--- src/rtl/divider_pkg.sv ---
// Shared types and constants for the sequential restoring divider.
// Imported by the FSM, the datapath top and the port interface.
package divider_pkg;

  typedef enum logic [1:0] {
    IDLE,
    RUN,
    DONE
  } div_state_t;

  localparam int         DIV_ITERS  = 8;
  localparam logic [7:0] DIV_ZERO_Q = 8'hFF;

endpackage

--- src/rtl/divider_if.sv ---
// Operand/result bundle between the calculator and the divider.
// master drives the start and operands, slave returns results.
interface divider_if
  import divider_pkg::*;
#(
  parameter int WIDTH = DIV_ITERS
);

  logic             enter;
  logic [WIDTH-1:0] A;
  logic [WIDTH-1:0] B;
  logic [WIDTH-1:0] Q;
  logic [WIDTH-1:0] R;
  logic             done;
  logic             busy;
  logic             err;

  modport master (
    output enter, A, B,
    input  Q, R, done, busy, err
  );

  modport slave (
    input  enter, A, B,
    output Q, R, done, busy, err
  );

endinterface

--- src/rtl/divide_fsm.sv ---
// Divider control: start edge detect, IDLE/RUN/DONE sequencing
// and the iteration counter.
module divide_fsm
  import divider_pkg::*;
#(
  parameter int WIDTH = DIV_ITERS
) (
  input  logic clk,
  input  logic rst_n,
  input  logic enter,
  input  logic b_zero,
  output logic load,
  output logic zero,
  output logic step,
  output logic capture,
  output logic busy,
  output logic done
);

  localparam int CW = (WIDTH > 1) ? $clog2(WIDTH) : 1;
  localparam logic [CW-1:0] LAST = CW'(WIDTH - 1);

  div_state_t    state_q, state_d;
  logic [CW-1:0] cnt_q, cnt_d;
  logic          enter_q;
  logic          busy_q, done_q;
  logic          start;

  assign start = enter & ~enter_q;

  // busy/done are registered decodes of the next state, so glitch-free
  always_ff @(posedge clk) begin
    if (!rst_n) begin
      state_q <= IDLE;
      cnt_q   <= '0;
      enter_q <= 1'b0;
      busy_q  <= 1'b0;
      done_q  <= 1'b0;
    end else begin
      state_q <= state_d;
      cnt_q   <= cnt_d;
      enter_q <= enter;
      busy_q  <= (state_d != IDLE);
      done_q  <= (state_d == DONE);
    end
  end

  always_comb begin
    state_d = state_q;
    cnt_d   = cnt_q;
    unique case (state_q)
      IDLE: begin
        if (start) begin
          state_d = b_zero ? DONE : RUN;
          cnt_d   = '0;
        end
      end
      RUN: begin
        if (cnt_q == LAST) state_d = DONE;
        else               cnt_d   = cnt_q + 1'b1;
      end
      DONE:    state_d = IDLE;
      default: state_d = IDLE;
    endcase
  end

  always_comb begin
    load    = (state_q == IDLE) & start & ~b_zero;
    zero    = (state_q == IDLE) & start &  b_zero;
    step    = (state_q == RUN);
    capture = (state_q == RUN) & (cnt_q == LAST);
  end

  assign busy = busy_q;
  assign done = done_q;

endmodule

--- src/rtl/divider.sv ---
// Sequential unsigned restoring divider, one quotient bit per clock.
// Control lives in divide_fsm; this file holds the shift/subtract path.
module divider
  import divider_pkg::*;
#(
  parameter int WIDTH = DIV_ITERS
) (
  input  logic      clk,
  input  logic      rst_n,
  divider_if.slave  bus
);

  logic             load, zero, step, capture;
  logic             busy, done;
  logic             b_zero;

  logic [WIDTH:0]   rem_q, rem_d, rem_sh;
  logic [WIDTH-1:0] dvd_q, dvd_d;
  logic [WIDTH-1:0] b_q;
  logic [WIDTH-1:0] q_q, r_q;
  logic             err_q;
  logic             ge;

  assign b_zero = (bus.B == '0);

  divide_fsm #(.WIDTH(WIDTH)) u_fsm (
    .clk     (clk),
    .rst_n   (rst_n),
    .enter   (bus.enter),
    .b_zero  (b_zero),
    .load    (load),
    .zero    (zero),
    .step    (step),
    .capture (capture),
    .busy    (busy),
    .done    (done)
  );

  // dvd_q shifts out dividend bits and shifts in quotient bits
  always_comb begin
    rem_sh = {rem_q[WIDTH-1:0], dvd_q[WIDTH-1]};
    ge     = (rem_sh >= {1'b0, b_q});
    rem_d  = ge ? (rem_sh - {1'b0, b_q}) : rem_sh;
    dvd_d  = {dvd_q[WIDTH-2:0], ge};
  end

  always_ff @(posedge clk) begin
    if (!rst_n) begin
      rem_q <= '0;
      dvd_q <= '0;
      b_q   <= '0;
      q_q   <= '0;
      r_q   <= '0;
      err_q <= 1'b0;
    end else begin
      if (load) begin
        dvd_q <= bus.A;
        b_q   <= bus.B;
        rem_q <= '0;
      end else if (step) begin
        dvd_q <= dvd_d;
        rem_q <= rem_d;
      end
      if (capture) begin
        q_q   <= dvd_d;
        r_q   <= rem_d[WIDTH-1:0];
        err_q <= 1'b0;
      end else if (zero) begin
        q_q   <= '1;
        r_q   <= bus.A;
        err_q <= 1'b1;
      end
    end
  end

  assign bus.Q    = q_q;
  assign bus.R    = r_q;
  assign bus.err  = err_q;
  assign bus.busy = busy;
  assign bus.done = done;

endmodule
--- src/flat_wrapper.sv ---
// flat-port wrapper written by rule: the top's interface ports become plain ports
module divider_flat import divider_pkg::*;
#(
  parameter int WIDTH = DIV_ITERS
)
  (clk, rst_n, bus_enter, bus_A, bus_B, bus_Q, bus_R, bus_done, bus_busy, bus_err);
  divider_if #(.WIDTH(WIDTH)) bus_i ();
  input  logic clk;
  input  logic rst_n;
  input wire logic [$bits(bus_i.enter)-1:0] bus_enter;
  input wire logic [$bits(bus_i.A)-1:0] bus_A;
  input wire logic [$bits(bus_i.B)-1:0] bus_B;
  output wire logic [$bits(bus_i.Q)-1:0] bus_Q;
  output wire logic [$bits(bus_i.R)-1:0] bus_R;
  output wire logic [$bits(bus_i.done)-1:0] bus_done;
  output wire logic [$bits(bus_i.busy)-1:0] bus_busy;
  output wire logic [$bits(bus_i.err)-1:0] bus_err;
  assign bus_i.enter = bus_enter;
  assign bus_i.A = bus_A;
  assign bus_i.B = bus_B;
  assign bus_Q = bus_i.Q;
  assign bus_R = bus_i.R;
  assign bus_done = bus_i.done;
  assign bus_busy = bus_i.busy;
  assign bus_err = bus_i.err;
  divider #(.WIDTH(WIDTH)) u_core (.clk(clk), .rst_n(rst_n), .bus(bus_i));
endmodule
--- config.mk ---
export PLATFORM = sky130hd
export DESIGN_NAME = divider_flat
export DESIGN_NICKNAME = d
export VERILOG_FILES = /design/src/rtl/divider_pkg.sv /design/src/rtl/divider_if.sv /design/src/rtl/divide_fsm.sv /design/src/rtl/divider.sv /design/src/flat_wrapper.sv
export SDC_FILE = /design/constraint.sdc
export NUM_CORES = 1
export LEC_CHECK = 0
export BUFFER_PORTS_ARGS = -buffer_cell sky130_fd_sc_hd__buf_4
export CORE_MARGIN = 4
export CORE_UTILIZATION = 61
export CTS_CLUSTER_DIAMETER = 60
export DETAILED_ROUTE_END_ITERATION = 8
export MAX_ROUTING_LAYER = met4
export PLACE_DENSITY = 0.89
export SLEW_MARGIN = 20
export SYNTH_ARGS = -nofsm -noshare
export SYNTH_HDL_FRONTEND = slang
export SYNTH_SLANG_ARGS = --single-unit
--- constraint.sdc ---
create_clock -name clk -period 5.54 [get_ports clk]
set_input_delay 1.108 -clock clk [delete_from_list [all_inputs] [get_ports clk]]
set_output_delay 1.108 -clock clk [all_outputs]
set_load 0.03 [all_outputs]
==> impl_metrics.tcl, run 1 <==
set metrics [dict create \
    area_delta_synth_final_pct 14.6 \
    worst-path-buf-inv 1 \
    p_comb_share_pct 25.1 \
    diodes 0 \
    cts.clk_slew.worst_paths_ps 90 \
    peakVddDrop_v 0.000161 \
    layout_commonest_cell "dfxtp_1" \
    critical_path.top_delay_family "simple AND/OR/NAND/NOR gates" \
    die_area_sq_mm 0.00516 \
    seq_area_frac_synth_pct 39.5 \
    drtPass1Iterations 4 \
    rsz0062_at_grt "false" \
    path_cells "buf_4 > nor4_1 > and3_1 > mux2_2 > o21ai_0 > a21oi_1" \
    die_h_um 71.8 \
    finalSetupViolations 0 \
    finalWeightedCongestion 0.923 \
    cts.sinks 49 \
    setup_tns_ps 0 \
    status "completed" \
    clock_latency_ps 310 \
    cts_tree "built" \
    reg2reg_slack_ps 2910 \
    tightestPinTransition_ps 1080 \
    hpwlAfterDp_um 3940 \
    syn_inst 280 \
    leakagePower_nw 1.20 \
    cp_slowest_stage_delay_ps 810 \
    via_per_inst 5.95 \
    hold_viol 0 \
    routed_wl_um 5550 \
    p_int_mw 0.540 \
    path_max_fanout 19 \
    slew_viol_final 0 \
    grt_overflow 0 \
    first_iter_violations 149 \
    placed_cells 351 \
    drc 0 \
    vias 2137 \
    critPathCaptureType "flip-flop" \
    cts_resized 0 \
    fillCellCount 303 \
    finalCritPeriodShare_pct 57.9 \
    criticalPathCategory "in -> reg" \
    grt_max_degree 44 \
    ant_nets 0 \
    antenna_found_initial 0 \
    power.total_mw 0.791 \
    period_needed_ps 3210 \
    synth.distinct_cells 47 \
    max_freq_mhz 311 \
    grt_pass1_wl_um 9180 \
    synthArstFlopShare_pct 0 \
    syn_area_sq_mm 0.00248 \
    critPathSlowestCell "and3_1" \
    maxSlewHeadroom_pct 27.5 \
    htreeDepth 2 \
    wl_per_cell_um 15.4 \
    worst_slack_ps 2330 \
    switchingPower_mw 0.251 \
    skew_ps 4.52 \
    synth_top_flop_cell "dfxtp_1" \
    synth_warnings 0 \
    coreArea_sq_mm 0.00380 \
    grt_pass1_vias 1990 \
    io_buffers 37 \
    utilization_pct 74.9 \
    p_clk_share_pct 27.3 \
    avgSynthCellArea_sq_um 8.87 \
    synth-seq-cells 49 \
    layout_common_cells "dfxtp_1 (49), buf_4 (38), nand2_1 (23), a21oi_1 (23)" \
    start_util_pct 65.4 \
    cp_data_required_time_ps 5710 \
    drive_gt1_share_pct 19.0 \
    syn-num-nets 310 \
    cts_buffer_depth 2 \
    numCtsBuffers 5 \
    min_path_type "reg -> reg" \
    multi_input_area_sq_mm 0.00139 \
    dp_slack_ps 2030 \
    power.density_mw_per_mm2 278 \
    cts-root-buf "clkbuf_8" \
    post_cts_buffers 0 \
    p_sw_share_pct 31.8 \
    hold_buffers 0 \
    max-cap-violations 0 \
    regArea_sq_um 981 \
    seq_power_share_pct 47.7 \
    cp-start-kind "primary input" \
    cp_data_arrival_time_ps 3380 \
    pin_count 38 \
    synth_edf_count 0 \
    die_w_um 71.8 \
    grtUsageTotal_pct 22.8 \
    fin_nets 340 \
    final_cells 359 \
    rows 22 \
]
-- layer usage --
layer	vias up	wire length (um)	GRT usage, %
li1	1057	-	-
met3	10	276	4.63
met5	-	0	-
met4	0	91	7.31
met1	1013	2460	28.9
met2	57	2720	36.4
-- synth_stat cells, types with 2 or more instances --
master	instances	area [sq um]
a211oi_1	2	15.0
a21boi_0	6	45.0
a21boi_1	2	15.0
a21o_1	2	15.0
a21oi_1	23	115
a22oi_1	12	90.1
a311o_1	2	20.0
and2_1	4	25.0
and3_1	2	12.5
buf_2	3	15.0
clkbuf_1	9	33.8
dfxtp_1	49	981
ha_1	10	125
inv_1	10	37.5
mux2_1	3	33.8
mux2_2	4	45.0
mux2i_1	6	60.1
nand2_1	23	86.3
nand2b_1	5	31.3
nor2_1	20	75.1
nor2b_1	15	93.8
nor3_1	10	50.1
nor4_1	6	37.5
o211a_1	2	20.0
o21a_1	5	37.5
o21ai_0	20	100
o22ai_1	2	12.5
o31ai_1	2	15.0
xor2_1	3	26.3
-- flip-flops by register name, indices dropped and copies added, names as in the netlist --
| signal | flops |
|---|---|
| u_core.u_fsm.state_q | 2 |
| u_core.u_fsm.done | 1 |
| u_core.rem_q | 8 |
| u_core.u_fsm.enter_q | 1 |
| u_core.bus.err | 1 |
| u_core.bus.Q | 8 |
| u_core.b_q | 8 |
| u_core.u_fsm.cnt_q | 3 |
| u_core.dvd_q | 8 |
| u_core.u_fsm.busy | 1 |
| u_core.bus.R | 8 |
-- final cells by class --
class	instances	area share, %
multi-input combinational	206	48.9
sequential	49	34.5
timing repair buffer	38	10.0
clock buffer	5	2.42
tap	48	2.11
inverter	10	1.32
clock inverter	3	0.792
-- worst register-to-register path: cells and delay by family (launching register included) --
family / cells / cell delay (ps)
simple gates: 2 / 820
compound gates: 2 / 1350
flops: 1 / 350
-- power groups by stage --
stage	sequential, mW	combinational (mW)	clock (mW)
2_1_floorplan	0.384	0.154	0
3_3_place_gp	0.384	0.190	0
3_5_place_dp	0.385	0.194	0
4_1_cts	0.377	0.196	0.216
5_1_grt	0.379	0.217	0.230
6_report	0.377	0.198	0.216
-- logic make-up (layout without fill, tap and decap cells) --
logic type      Yosys count  after routing  share of synthesized area, %
simple gates             90             90                          18.9
compound gates           87             87                          23.6
flops                    49             49                          39.5
buf+inv                  25             56                          4.53
mux                      14             14                          6.20
fa+ha+maj                11             11                          5.84
xor+xnor                  4              4                          1.41
-- final timing paths --
path	start	to	cells after the start
setup / recovery	bus_B[0]	u_core.bus.R[0]	6
hold / removal	u_core.dvd_q[7]	u_core.dvd_q[7]	2
setup reg to reg	u_core.u_fsm.state_q[0]	u_core.rem_q[1]	4
hold reg to reg	u_core.dvd_q[7]	u_core.dvd_q[7]	2
-- stage by stage --
stage | area, sq um | hold slack, ps
floorplan | 2480 | 435
detailed placement | 2750 | 459
global placement | 2750 | 454
global route | 2850 | 498
CTS | 2850 | 472
finish | 2850 | 470
No activity file was read; power rests on OpenSTA's default activity.
==> inputs of run 2 (changes only) <==
--- a/config.mk
+++ b/config.mk
@@ -7,11 +7,11 @@
 export LEC_CHECK = 0
 export BUFFER_PORTS_ARGS = -buffer_cell sky130_fd_sc_hd__buf_4
 export CORE_MARGIN = 4
-export CORE_UTILIZATION = 61
+export CORE_UTILIZATION = 51
 export CTS_CLUSTER_DIAMETER = 60
 export DETAILED_ROUTE_END_ITERATION = 8
 export MAX_ROUTING_LAYER = met4
-export PLACE_DENSITY = 0.89
+export PLACE_DENSITY = 0.8
 export SLEW_MARGIN = 20
 export SYNTH_ARGS = -nofsm -noshare
 export SYNTH_HDL_FRONTEND = slang
==> constraint.sdc (replaced) <==
create_clock -name clk -period 2.8 [get_ports clk]
set_input_delay 0.56 -clock clk [delete_from_list [all_inputs] [get_ports clk]]
set_output_delay 0.56 -clock clk [all_outputs]
set_load 0.03 [all_outputs]
==> impl_metrics.tcl, run 2 (synthesis gave the netlist of run 1 again) <==
set metrics [dict create \
    fin_nets 345 \
    area_delta_synth_final_pct 16.9 \
    whs_ps 467 \
    cp_data_arrival_time_ps 2540 \
    setup_tns_ps 0 \
    first_iter_violations 192 \
    hold_buffers 0 \
    p_comb_share_pct 25.4 \
    rsz0062_at_grt "false" \
    vias 2073 \
    leakagePower_nw 1.21 \
    start_util_pct 52.6 \
    grt_pass1_wl_um 9480 \
    peakVddDrop_v 0.000327 \
    reg2reg_slack_ps 460 \
    grt_pass1_vias 2002 \
    pin_count 38 \
    power.total_mw 1.56 \
    period_needed_ps 2340 \
    diodes 0 \
    io_buffers 37 \
    tightestPinTransition_ps 707 \
    antenna_found_initial 0 \
    finalCritPeriodShare_pct 83.4 \
    max-cap-violations 0 \
    ant_nets 0 \
    grt_overflow 0 \
    reg2reg_from "u_core.b_q[4]" \
    layout_common_cells "dfxtp_1 (49), buf_4 (43), nand2_1 (23), a21oi_1 (23)" \
    drc 0 \
    die_area_sq_mm 0.00605 \
    cts_tree "built" \
    critPathCaptureType "flip-flop" \
    p_sw_share_pct 31.6 \
    criticalPathCategory "reg -> reg" \
    ff2ff_path_depth 8 \
    hold_end "u_core.u_fsm.enter_q" \
    slew_viol_final 0 \
    dp_slack_ps 360 \
    cp-start-kind "flip-flop" \
    seq_power_share_pct 47.7 \
    p_clk_share_pct 27.0 \
    status "completed" \
    hp-start "bus_enter" \
    fillCellCount 435 \
    cts.sinks 49 \
    drtPass1Iterations 4 \
    wl_per_cell_um 14.4 \
    cts.clk_slew.worst_paths_ps 90 \
    worst_slack_ps 464 \
    cp_data_required_time_ps 3000 \
    post_cts_buffers 0 \
    rows 25 \
    drive_gt1_share_pct 19.9 \
    cts-root-buf "clkbuf_8" \
    power.density_mw_per_mm2 539 \
    p_int_mw 1.07 \
    switchingPower_mw 0.494 \
    maxSlewHeadroom_pct 52.8 \
    cts_buffer_depth 2 \
    coreArea_sq_mm 0.00472 \
    htreeDepth 2 \
    cts_resized 0 \
    max_freq_mhz 428 \
    path_max_fanout 7 \
    holdPathStages 2 \
    hold_viol 0 \
    die_h_um 77.8 \
    skew_ps 2.57 \
    finalSetupViolations 0 \
    die_w_um 77.8 \
    r2r_end "u_core.rem_q[0]" \
    finalWeightedCongestion 0.909 \
    via_per_inst 5.41 \
    hpwlAfterDp_um 4020 \
    numCtsBuffers 5 \
    grtUsageTotal_pct 20.0 \
    layout_commonest_cell "dfxtp_1" \
    grt_max_degree 44 \
    clock_latency_ps 310 \
    min_path_type "in -> reg" \
    routed_wl_um 5520 \
]
## run 2: area by class of cell
| class | instances | area, sq um | share of cell area (%) |
|---|---|---|---|
| Sequential cell | 49 | 981 | 33.8 |
| Clock buffer | 6 | 72.6 | 2.50 |
| Timing Repair Buffer | 43 | 323 | 11.1 |
| Tap cell | 67 | 83.8 | 2.89 |
| Multi-Input combinational cell | 206 | 1390 | 47.9 |
| Clock inverter | 2 | 15.0 | 0.517 |
| Inverter | 10 | 37.5 | 1.29 |
## run 2: power groups by stage
stage	registers [mW]	clock network (mW)	logic, mW
after floorplan	0.759	0	0.304
after global placement	0.761	0	0.386
after detailed placement	0.762	0	0.388
after CTS	0.745	0.428	0.395
after global routing	0.749	0.462	0.438
final	0.746	0.422	0.397
## run 2: how the worst max path moves through the flow
stage	from	to	slack, ps
detailed placement	bus_B[4]	u_core.bus.R[5]	360
global placement	bus_B[4]	u_core.bus.R[5]	380
floorplan	u_core.b_q[4]	u_core.rem_q[0]	720
finish	u_core.b_q[4]	u_core.rem_q[0]	460
global route	u_core.b_q[4]	u_core.rem_q[0]	300
CTS	u_core.b_q[4]	u_core.rem_q[0]	490
## run 2: worst max-delay path: stages, from the launching register on
cell      delay (ps)
dfxtp_1          320
inv_1             50
ha_1             360
a21o_1           240
a31o_1           200
o221ai_2         310
and2_1           330
nor4_1           100
a311o_1          330
## run 2: per-layer routing
layer  share of wire (%)  GRT usage [%]
met1                  49           26.3
met2                  47           31.0
met3                 3.2           3.13
met4                 1.5           7.12
met5                   0              -
## run 2: through the flow
step / std cells / instance area (sq um) / utilization (%)
final: 383 / 2900 / 61.5
after global routing: 383 / 2900 / 61.5
after CTS: 383 / 2900 / 61.5
after detailed placement: 375 / 2820 / 59.6
after global placement: 375 / 2820 / 59.6
after floorplan: 280 / 2480 / -
